==> src/rtl/mode_select_pkg.sv <==
// Shared types for the push-button mode sequencer: mode codes used by the
// display multiplexer and the per-key debounce state encoding.
package mode_select_pkg;

  typedef logic [1:0] mode_t;

  typedef enum logic [1:0] {
    RELEASED     = 2'd0,
    PRESS_WAIT   = 2'd1,
    PRESSED      = 2'd2,
    RELEASE_WAIT = 2'd3
  } db_state_t;

  localparam mode_t MODE_0 = 2'd0;
  localparam mode_t MODE_1 = 2'd1;
  localparam mode_t MODE_2 = 2'd2;
  localparam mode_t MODE_3 = 2'd3;

  // Modulo-num_modes increment; num_modes is expected in 2..4.
  function automatic mode_t next_mode(input mode_t m, input int unsigned num_modes);
    if (m == mode_t'(num_modes - 1)) begin
      return MODE_0;
    end
    return m + 2'd1;
  endfunction

endpackage

==> src/rtl/key_debounce.sv <==
// One active-low push button: 2-flop synchroniser, stability counter and
// press/release FSM. o_pressed is active-high and registered off the FSM state.
module key_debounce
  import mode_select_pkg::*;
#(
  parameter int DB_CYCLES = 500000
) (
  input  logic i_clk,
  input  logic i_rst_n,
  input  logic i_key_n,
  output logic o_pressed
);

  localparam int CNT_W = (DB_CYCLES > 1) ? $clog2(DB_CYCLES + 1) : 1;

  logic [1:0]       r_sync;
  logic             r_db;
  logic [CNT_W-1:0] r_cnt;
  db_state_t        r_state;
  logic             r_pressed;

  logic w_s;
  logic w_differ;
  logic w_expire;

  assign w_s      = r_sync[1];
  assign w_differ = (w_s != r_db);
  assign w_expire = w_differ && (r_cnt == CNT_W'(DB_CYCLES - 1));

  always_ff @(posedge i_clk or negedge i_rst_n) begin
    if (!i_rst_n) begin
      r_sync    <= 2'b11;
      r_db      <= 1'b1;
      r_cnt     <= '0;
      r_state   <= RELEASED;
      r_pressed <= 1'b0;
    end else begin
      r_sync <= {r_sync[0], i_key_n};

      if (!w_differ) begin
        r_cnt <= '0;
      end else if (w_expire) begin
        r_cnt <= '0;
        r_db  <= w_s;
      end else begin
        r_cnt <= r_cnt + CNT_W'(1);
      end

      // A revert before expiry returns to the settled state; the counter has
      // already been cleared by the equality path above.
      case (r_state)
        RELEASED:     if (!w_s) r_state <= PRESS_WAIT;
        PRESS_WAIT: begin
          if (w_s)           r_state <= RELEASED;
          else if (w_expire) r_state <= PRESSED;
        end
        PRESSED:      if (w_s) r_state <= RELEASE_WAIT;
        RELEASE_WAIT: begin
          if (!w_s)          r_state <= PRESSED;
          else if (w_expire) r_state <= RELEASED;
        end
        default:      r_state <= RELEASED;
      endcase

      r_pressed <= (r_state == PRESSED) || (r_state == RELEASE_WAIT);
    end
  end

  assign o_pressed = r_pressed;

endmodule

==> src/rtl/mode_select.sv <==
// Debounced KEY front end and display-mode sequencer. KEY0 press advances the
// mode, KEY0 with KEY1 held clears it. Optional auto-repeat: MODE_SELECT_AUTOREPEAT_EN.
module mode_select
  import mode_select_pkg::*;
#(
  parameter int DB_CYCLES     = 500000,
  parameter int NUM_MODES     = 4,
  parameter int REPEAT_CYCLES = 25000000
) (
  input  logic       MAX10_CLK1_50,
  input  logic       rst_n,
  input  logic [1:0] KEY,
  output logic [1:0] mode,
  output logic       mode_change,
  output logic [1:0] key_pressed
);

  logic [1:0] w_key_pressed;
  logic       r_kp0_d;
  mode_t      r_mode;
  logic       r_mode_change;
  logic       w_press_evt;
  logic       w_repeat;
  logic       w_event;

  genvar gi;
  generate
    for (gi = 0; gi < 2; gi++) begin : g_key
      key_debounce #(
        .DB_CYCLES (DB_CYCLES)
      ) u_key_debounce (
        .i_clk     (MAX10_CLK1_50),
        .i_rst_n   (rst_n),
        .i_key_n   (KEY[gi]),
        .o_pressed (w_key_pressed[gi])
      );
    end
  endgenerate

  assign w_press_evt = w_key_pressed[0] && !r_kp0_d;

`ifdef MODE_SELECT_AUTOREPEAT_EN
  localparam int RPT_W = (REPEAT_CYCLES > 1) ? $clog2(REPEAT_CYCLES + 1) : 1;

  logic [RPT_W-1:0] r_rpt_cnt;

  // Timer restarts at acceptance so repeats land REPEAT_CYCLES apart from it.
  assign w_repeat = w_key_pressed[0] && r_kp0_d &&
                    (r_rpt_cnt == RPT_W'(REPEAT_CYCLES - 1));

  always_ff @(posedge MAX10_CLK1_50 or negedge rst_n) begin
    if (!rst_n) begin
      r_rpt_cnt <= '0;
    end else if (!w_key_pressed[0] || w_press_evt || w_repeat) begin
      r_rpt_cnt <= '0;
    end else begin
      r_rpt_cnt <= r_rpt_cnt + RPT_W'(1);
    end
  end
`else
  logic w_unused_repeat;
  assign w_unused_repeat = (REPEAT_CYCLES > 0);
  assign w_repeat        = 1'b0;
`endif

  assign w_event = w_press_evt || w_repeat;

  always_ff @(posedge MAX10_CLK1_50 or negedge rst_n) begin
    if (!rst_n) begin
      r_kp0_d       <= 1'b0;
      r_mode        <= MODE_0;
      r_mode_change <= 1'b0;
    end else begin
      r_kp0_d       <= w_key_pressed[0];
      r_mode_change <= w_event;
      if (w_event) begin
        r_mode <= w_key_pressed[1] ? MODE_0 : next_mode(r_mode, NUM_MODES);
      end
    end
  end

  assign mode        = r_mode;
  assign mode_change = r_mode_change;
  assign key_pressed = w_key_pressed;

endmodule

==> config.mk <==
export PLATFORM = sky130hd
export DESIGN_NAME = mode_select
export DESIGN_NICKNAME = d
export VERILOG_FILES = /design/src/rtl/mode_select_pkg.sv /design/src/rtl/key_debounce.sv /design/src/rtl/mode_select.sv
export SDC_FILE = /design/constraint.sdc
export NUM_CORES = 1
export LEC_CHECK = 0
export CELL_PAD_IN_SITES_DETAIL_PLACEMENT = 0
export CELL_PAD_IN_SITES_GLOBAL_PLACEMENT = 1
export CORE_ASPECT_RATIO = 1.5
export CORE_MARGIN = 5
export CORE_UTILIZATION = 45
export CTS_BUF_LIST = sky130_fd_sc_hd__clkbuf_8
export CTS_CLUSTER_DIAMETER = 100
export DETAILED_ROUTE_END_ITERATION = 10
export PLACE_DENSITY = 0.74
export SLEW_MARGIN = 10
export SYNTH_ARGS = -nofsm -noshare
export SYNTH_HDL_FRONTEND = slang
export SYNTH_SLANG_ARGS = --single-unit
==> constraint.sdc <==
create_clock -name MAX10_CLK1_50 -period 1.8 [get_ports MAX10_CLK1_50]
set_clock_uncertainty 0.15 [all_clocks]
set_input_delay 0.36 -clock MAX10_CLK1_50 [delete_from_list [all_inputs] [get_ports MAX10_CLK1_50]]
set_output_delay 0.36 -clock MAX10_CLK1_50 [all_outputs]
set_load 0.01 [all_outputs]
# [Word level (Yosys, flattened, before mapping)]
# Cells that the tools add are included.
[totals] latch_bits=0 rom_bits=0 out_inout_bits=5 memories=0 register_bits=54 ramBits=0
[classes] n_addsub=3 reduce_logical=12 n_mul=0 n_eq_ne=19 mux=23 n_lt_le_gt_ge=0 bitwise_logic=0 shift=0 n_div=0
[op_table] op="2-to-1 mux 19 bit" count=4
[op_table] op="adder 19 x 1 -> 19 bit (second input constant)" count=2
[op_table] op="equality test 19 bit (second input constant)" count=2
[op_table] op="2-to-1 mux 2 bit" count=15
[op_table] op="one-hot mux 2 bit (4 select lines)" count=2
[op_table] op="equality test 2 bit (second input constant)" count=5
[op_table] op="AND reduction 4 bit" count=2
[op_table] op="inequality test 3 x 1 -> 1 bit (second input constant)" count=2
[op_table] op="inequality test 3 bit (second input constant)" count=2
[op_table] op="equality test 2 x 1 -> 1 bit (second input constant)" count=2
[op_table] op="zero test 2 bit" count=2
[op_table] op="inequality test 2 x 1 -> 1 bit (second input constant)" count=2
[op_table] op="inequality test 2 bit (second input constant)" count=2
[op_table] op="AND reduction 2 bit" count=2
[op_table] op="logical AND 1 bit" count=3
[op_table] op="adder 2 x 1 -> 2 bit (second input constant)" count=1
[op_table] op="logical OR 1 bit" count=2
[op_table] op="2-to-1 mux 1 bit" count=2
[op_table] op="inequality test 1 bit" count=2
[op_table] op="zero test 1 bit" count=1

# [Logic depth before layout (Yosys ltp)]
[depth] depth_word=5 ltp_mapped=6 mapped_depth_nobuf=5

# [By module]
# Synthesis repeated with hierarchy kept, for this count alone.
[hier_totals] hier_cells=252 area_unflattened_um2=2660.1
[by_module_without_submodules] module="key_debounce" instances=2 area_each_um2=1246.2 cells_per_inst=121
[by_module_without_submodules] module="mode_select" instances=1 area_each_um2=167.7 cells_per_inst=10

# [Worst setup path before layout]
# Ideal clock, no wire load.
[synth_path] path_kind="flip-flop to flip-flop" startpoint="register g_key[1].u_key_debounce.r_cnt[0]" endpoint="register g_key[1].u_key_debounce.r_state[0]" slack_ps=-142 t_arrival_ps=1655 stages_incl_launch_ff=6 path_cell_list="dfrtp_1 -> ha_1 -> nand4_2 -> or4_4 -> o41ai_2 -> mux2i_1"
[synth_via] elab_chain_cells=4 elab_cells_between_ends=5 classes_between="eq/ne (3); reduce/logical (2)"
[synth_rtl] item="start, declared" line="key_debounce.sv:18" text="logic [CNT_W-1:0] r_cnt;"
[synth_rtl] item="start signal, assigned" line="key_debounce.sv:46" text="r_cnt <= r_cnt + CNT_W'(1);"
[synth_rtl] item="equality test 19 bit *" line="key_debounce.sv:28" text="assign w_expire = w_differ && (r_cnt == CNT_W'(DB_CYCLES - 1));"
[synth_rtl] item="logical AND 1 bit *" line="key_debounce.sv:28"
[synth_rtl] item="inequality test 3 bit (no source line) / inequality test 3 x 1 -> 1 bit (equally long branches)"
[synth_rtl] item="AND reduction 4 bit (no source line) *"
[synth_rtl] item="end signal, assigned" line="key_debounce.sv:35" text="r_state <= RELEASED;"
[synth_rtl] item="end signal, assigned" line="key_debounce.sv:52" text="RELEASED: if (!w_s) r_state <= PRESS_WAIT;"
[synth_rtl] item="end signal, assigned" line="key_debounce.sv:54" text="if (w_s) r_state <= RELEASED;"
[synth_rtl] item="end, declared" line="key_debounce.sv:19" text="db_state_t r_state;"
# Mark *: on every way between the ends. The rest lies on a longest branch, timed or not.
# A chain may end at the register's enable or synchronous reset.

==> summary.md <==
| Metric | Value |
|---|---|
| Status | finished with violations |
| Failing checks | setup timing |
| Synth cell types | 37 |
| Final net count | 302 |
| Layout area overhead | 24.9% |
| Mapped Cells | 252 |
| Number of global-route vias before repair | 1998 |
| Sequential share of the synthesized area | a little over half |
| Switching share of total power | approximately 21% |
| Pwr dens | 689 nW/um^2 |
| Hold Fails Final Rpt | 0 |
| Max-slew violations | 0 |
| Syn_area_per_cell | 10.3 um^2 |
| Final total power | 2.23 mW |
| Area post-placement | 3000 um^2 |
| Worst Path Required | approximately 1900 ps |
| TritonCTS clock tree | built |
| Largest net degree at the start of global routing | 55 |
| IO buf count | 8 |
| GR Util All Layers | between 15 and 20% |
| First-pass GRT wire length | 8.73 mm |
| Final wirelength | around 5.1 mm |
| P_leak | 1.37 nW |
| Seq pwr share | 56.1% |
| Worst rel slew slack | about 74% |
| Worst hold stages | 0 |
| Synthesis Warnings | 0 |
| Syn Nets | ~260 |
| RePlAce Congestion | 0.802 |
| Arrival time worst endpoint | 1960 ps |
| Routed wl met3 | 128 um |
| Antenna diodes | 0 |
| Die height | slightly above 100 um |
| Wire length on met1 | ~2.0 mm |
| Crit path time final | 1880 ps |
| Bufs on Longest Clock Path | 2 |
| Clk network pwr share | a little under two fifths |
| Clock Latency Late Sink | 310 ps |
| DIE AREA | 7390 um^2 |
| CP max-delay cell | or4_4 |
| Root Buffer | clkbuf_8 |
| Post-synth top area share | 46.4% |
| Peak supply drop | ~0.00038 V |
| CP Class | register to register |
| Antenna violations before repair | 0 |
| Post-route ant nets | 0 |
| Top Layer Used | met4 |
| TritonCTS buffer count | 5 |
| Post-layout util | between 50% and 60% |
| Placed cells | between 300 and 400 |
| RSZ-0062 raised after global routing | yes |
| Cell Area, Synth | between 2000 and 3000 um^2 |
| Layout cell share with drive strength beyond 1 | 23.3% |
| WL/cell | 14.0 um |
| Fin cells | 366 |
| Combinational share of power | 5.8% |
| Initial Util | about 47% |
| Synth area leaders | dfrtp_1 (46%), xnor2_1 (8.1%), nor2_1 (6.2%), dfstp_2 (6.1%), nor4_1 (3.4%) |
| Register bit count reported by yosys | 54 |
| H-tree Lvls | 2 |
| Via Count | roughly 1900 |
| Worst R2R Path Depth | 5 |
| Critical Path Sink Type | register |
| Worst-Margin Slew | around 390 ps |
| Design area | roughly 3200 um^2 |
| Maxcap violations | 0 |
| Row cnt | 33 |
| GRT overflow | 0 |
| Final period utilization | 104% |
| # DRC | 0 |
| Dpl ws | -53.2 ps |
| Setup_tns | -119 ps |
| Crit path max fanout | 2 |
| Clk slew on worst S/H paths | 100 ps |
| Hold Crit Class | register to register |
| Met2 wire len | around 2.9 mm |
| Die W | 71.9 um |
| Max Fclk | 533 MHz |
| I/O Pins | 9 |
| Via density | 5.30 |
| Drt first pass iters | 4 |
| Internal power | 1.75 mW |
| CP Launch Type | register |
| Fin worst setup slack | -75.9 ps |
| Hpwl dp | 3.57 mm |
| Worst path max stage delay | 560 ps |
| Clock sinks | 54 |
| Post-synth top area cell | dfrtp_1 |
| Psw | 477 uW |
| Commonest non-fill, non-tap cell in the layout | dfrtp_1 |
| Number of fill cells | 506 |
| Drt initial violations | 55 |
| Core ar. | 5530 um^2 |
| Most frequent cells in the layout | dfrtp_1 (47), nor2_1 (41), buf_4 (30), xnor2_1 (24), nand2_1 (15) |
| Final setup violation count | 3 |
| Worst-path cell chain | ha_4 > nand4_4 > or4_4 > o41ai_4 > a21boi_1 |
| Hold slack | 211 ps |
-- layout make-up --
class / instances / area, um^2 / area share, %
clock buffer: 6 / 82.6 / 2.56
clock inverter: 2 / 38.8 / 1.20
inverter: 14 / 52.6 / 1.63
multi-input combinational: 178 / 1240 / 38.3
sequential: 54 / 1360 / 42.1
tap: 70 / 87.6 / 2.71
timing repair buffer: 42 / 370 / 11.5
-- state kept, by name (all words and copies together) (netlist names), named ones only --
register	count
g_key.u_key_debounce.r_cnt	38
g_key.u_key_debounce.r_sync	4
g_key.u_key_debounce.o_pressed	2
g_key.u_key_debounce.r_db	2
g_key.u_key_debounce.r_state	2
mode	2
mode_change	1
r_kp0_d	1
-- per-layer routing --
layer	up-vias	global-route usage, %
met4	0	7.24
li1	954	-
met2	23	28.5
met3	8	2.44
met1	953	15.9
met5	-	0
-- path summary, 6_finish.rpt --
| check | slack, ps | from | end |
|---|---|---|---|
| max | -80 | g_key[1].u_key_debounce.r_cnt[0]$_DFF_PN0_ | register |
| max reg2reg | -80 | g_key[1].u_key_debounce.r_cnt[0]$_DFF_PN0_ | register |
| max in group asynchronous | 770 | rst_n | g_key[1].u_key_debounce.r_sync[0]$_DFF_PN1_ |
| min in group asynchronous | 430 | rst_n | g_key[1].u_key_debounce.r_cnt[12]$_DFF_PN0_ |
| min reg2reg | 210 | g_key[1].u_key_debounce.r_sync[0]$_DFF_PN1_ | g_key[1].u_key_debounce.r_sync[1]$_DFF_PN1_ |
| min | 210 | g_key[1].u_key_debounce.r_sync[0]$_DFF_PN1_ | g_key[1].u_key_debounce.r_sync[1]$_DFF_PN1_ |
-- worst max-delay path, delay by kind of cell, from the launching register on --
kind | cells | cell delay (ps)
AO/OA/AOI/OAI | 2 | 430
adder cells (fa/ha/maj) | 1 | 160
flip-flops | 1 | 410
AND/OR/NAND/NOR | 2 | 660
-- power by group through the flow --
| stage | Clock [mW] | Sequential (mW) | Combinational [mW] |
|---|---|---|---|
| 6_report | 0.849 | 1.25 | 0.129 |
| 5_1_grt | 0.921 | 1.25 | 0.144 |
| 4_1_cts | 0.888 | 1.25 | 0.129 |
| 3_5_place_dp | 0 | 1.27 | 0.123 |
| 3_3_place_gp | 0 | 1.27 | 0.122 |
| 2_1_floorplan | 0 | 1.27 | 0.0423 |
-- what timing repair did --
action                                  4_1_cts  5_1_grt
pin swaps                                     0        4
cloned                                        0        0
setup buffers                                 1        4
resized for setup                             2        8
endpoints found under the setup margin        4       43
endpoints found under the hold margin        48        0
hold buffers                                  1        0
-- synthesized netlist by cell type, drive strengths merged --
cell and number:
clkbuf 2, dfstp 6, or3 2, nand3 15
o21ai 5, xnor2 24, mux2 2, nor4 14
a21boi 1, and3 1, or4 1, a21oi 1
nand2b 2, inv 14, and4b 1, o41ai 3
buf 4, and4 1, nor3 12, mux2i 4
nand2 15, a21o 2, xor2 9, a31o 1
nand4 12, a211oi 1, nand4b 1, nor4bb 1
ha 3, nor2 43, and2 1, dfrtp 48
-- kinds of logic after synthesis --
kind of cell    synth area share [%]
compound gates                  4.98
xor+xnor                        11.2
fa+ha+maj                       1.45
buf+inv                         3.29
flops                           52.5
mux                             2.42
simple gates                    24.1
Power figures use the tool's default switching activity.
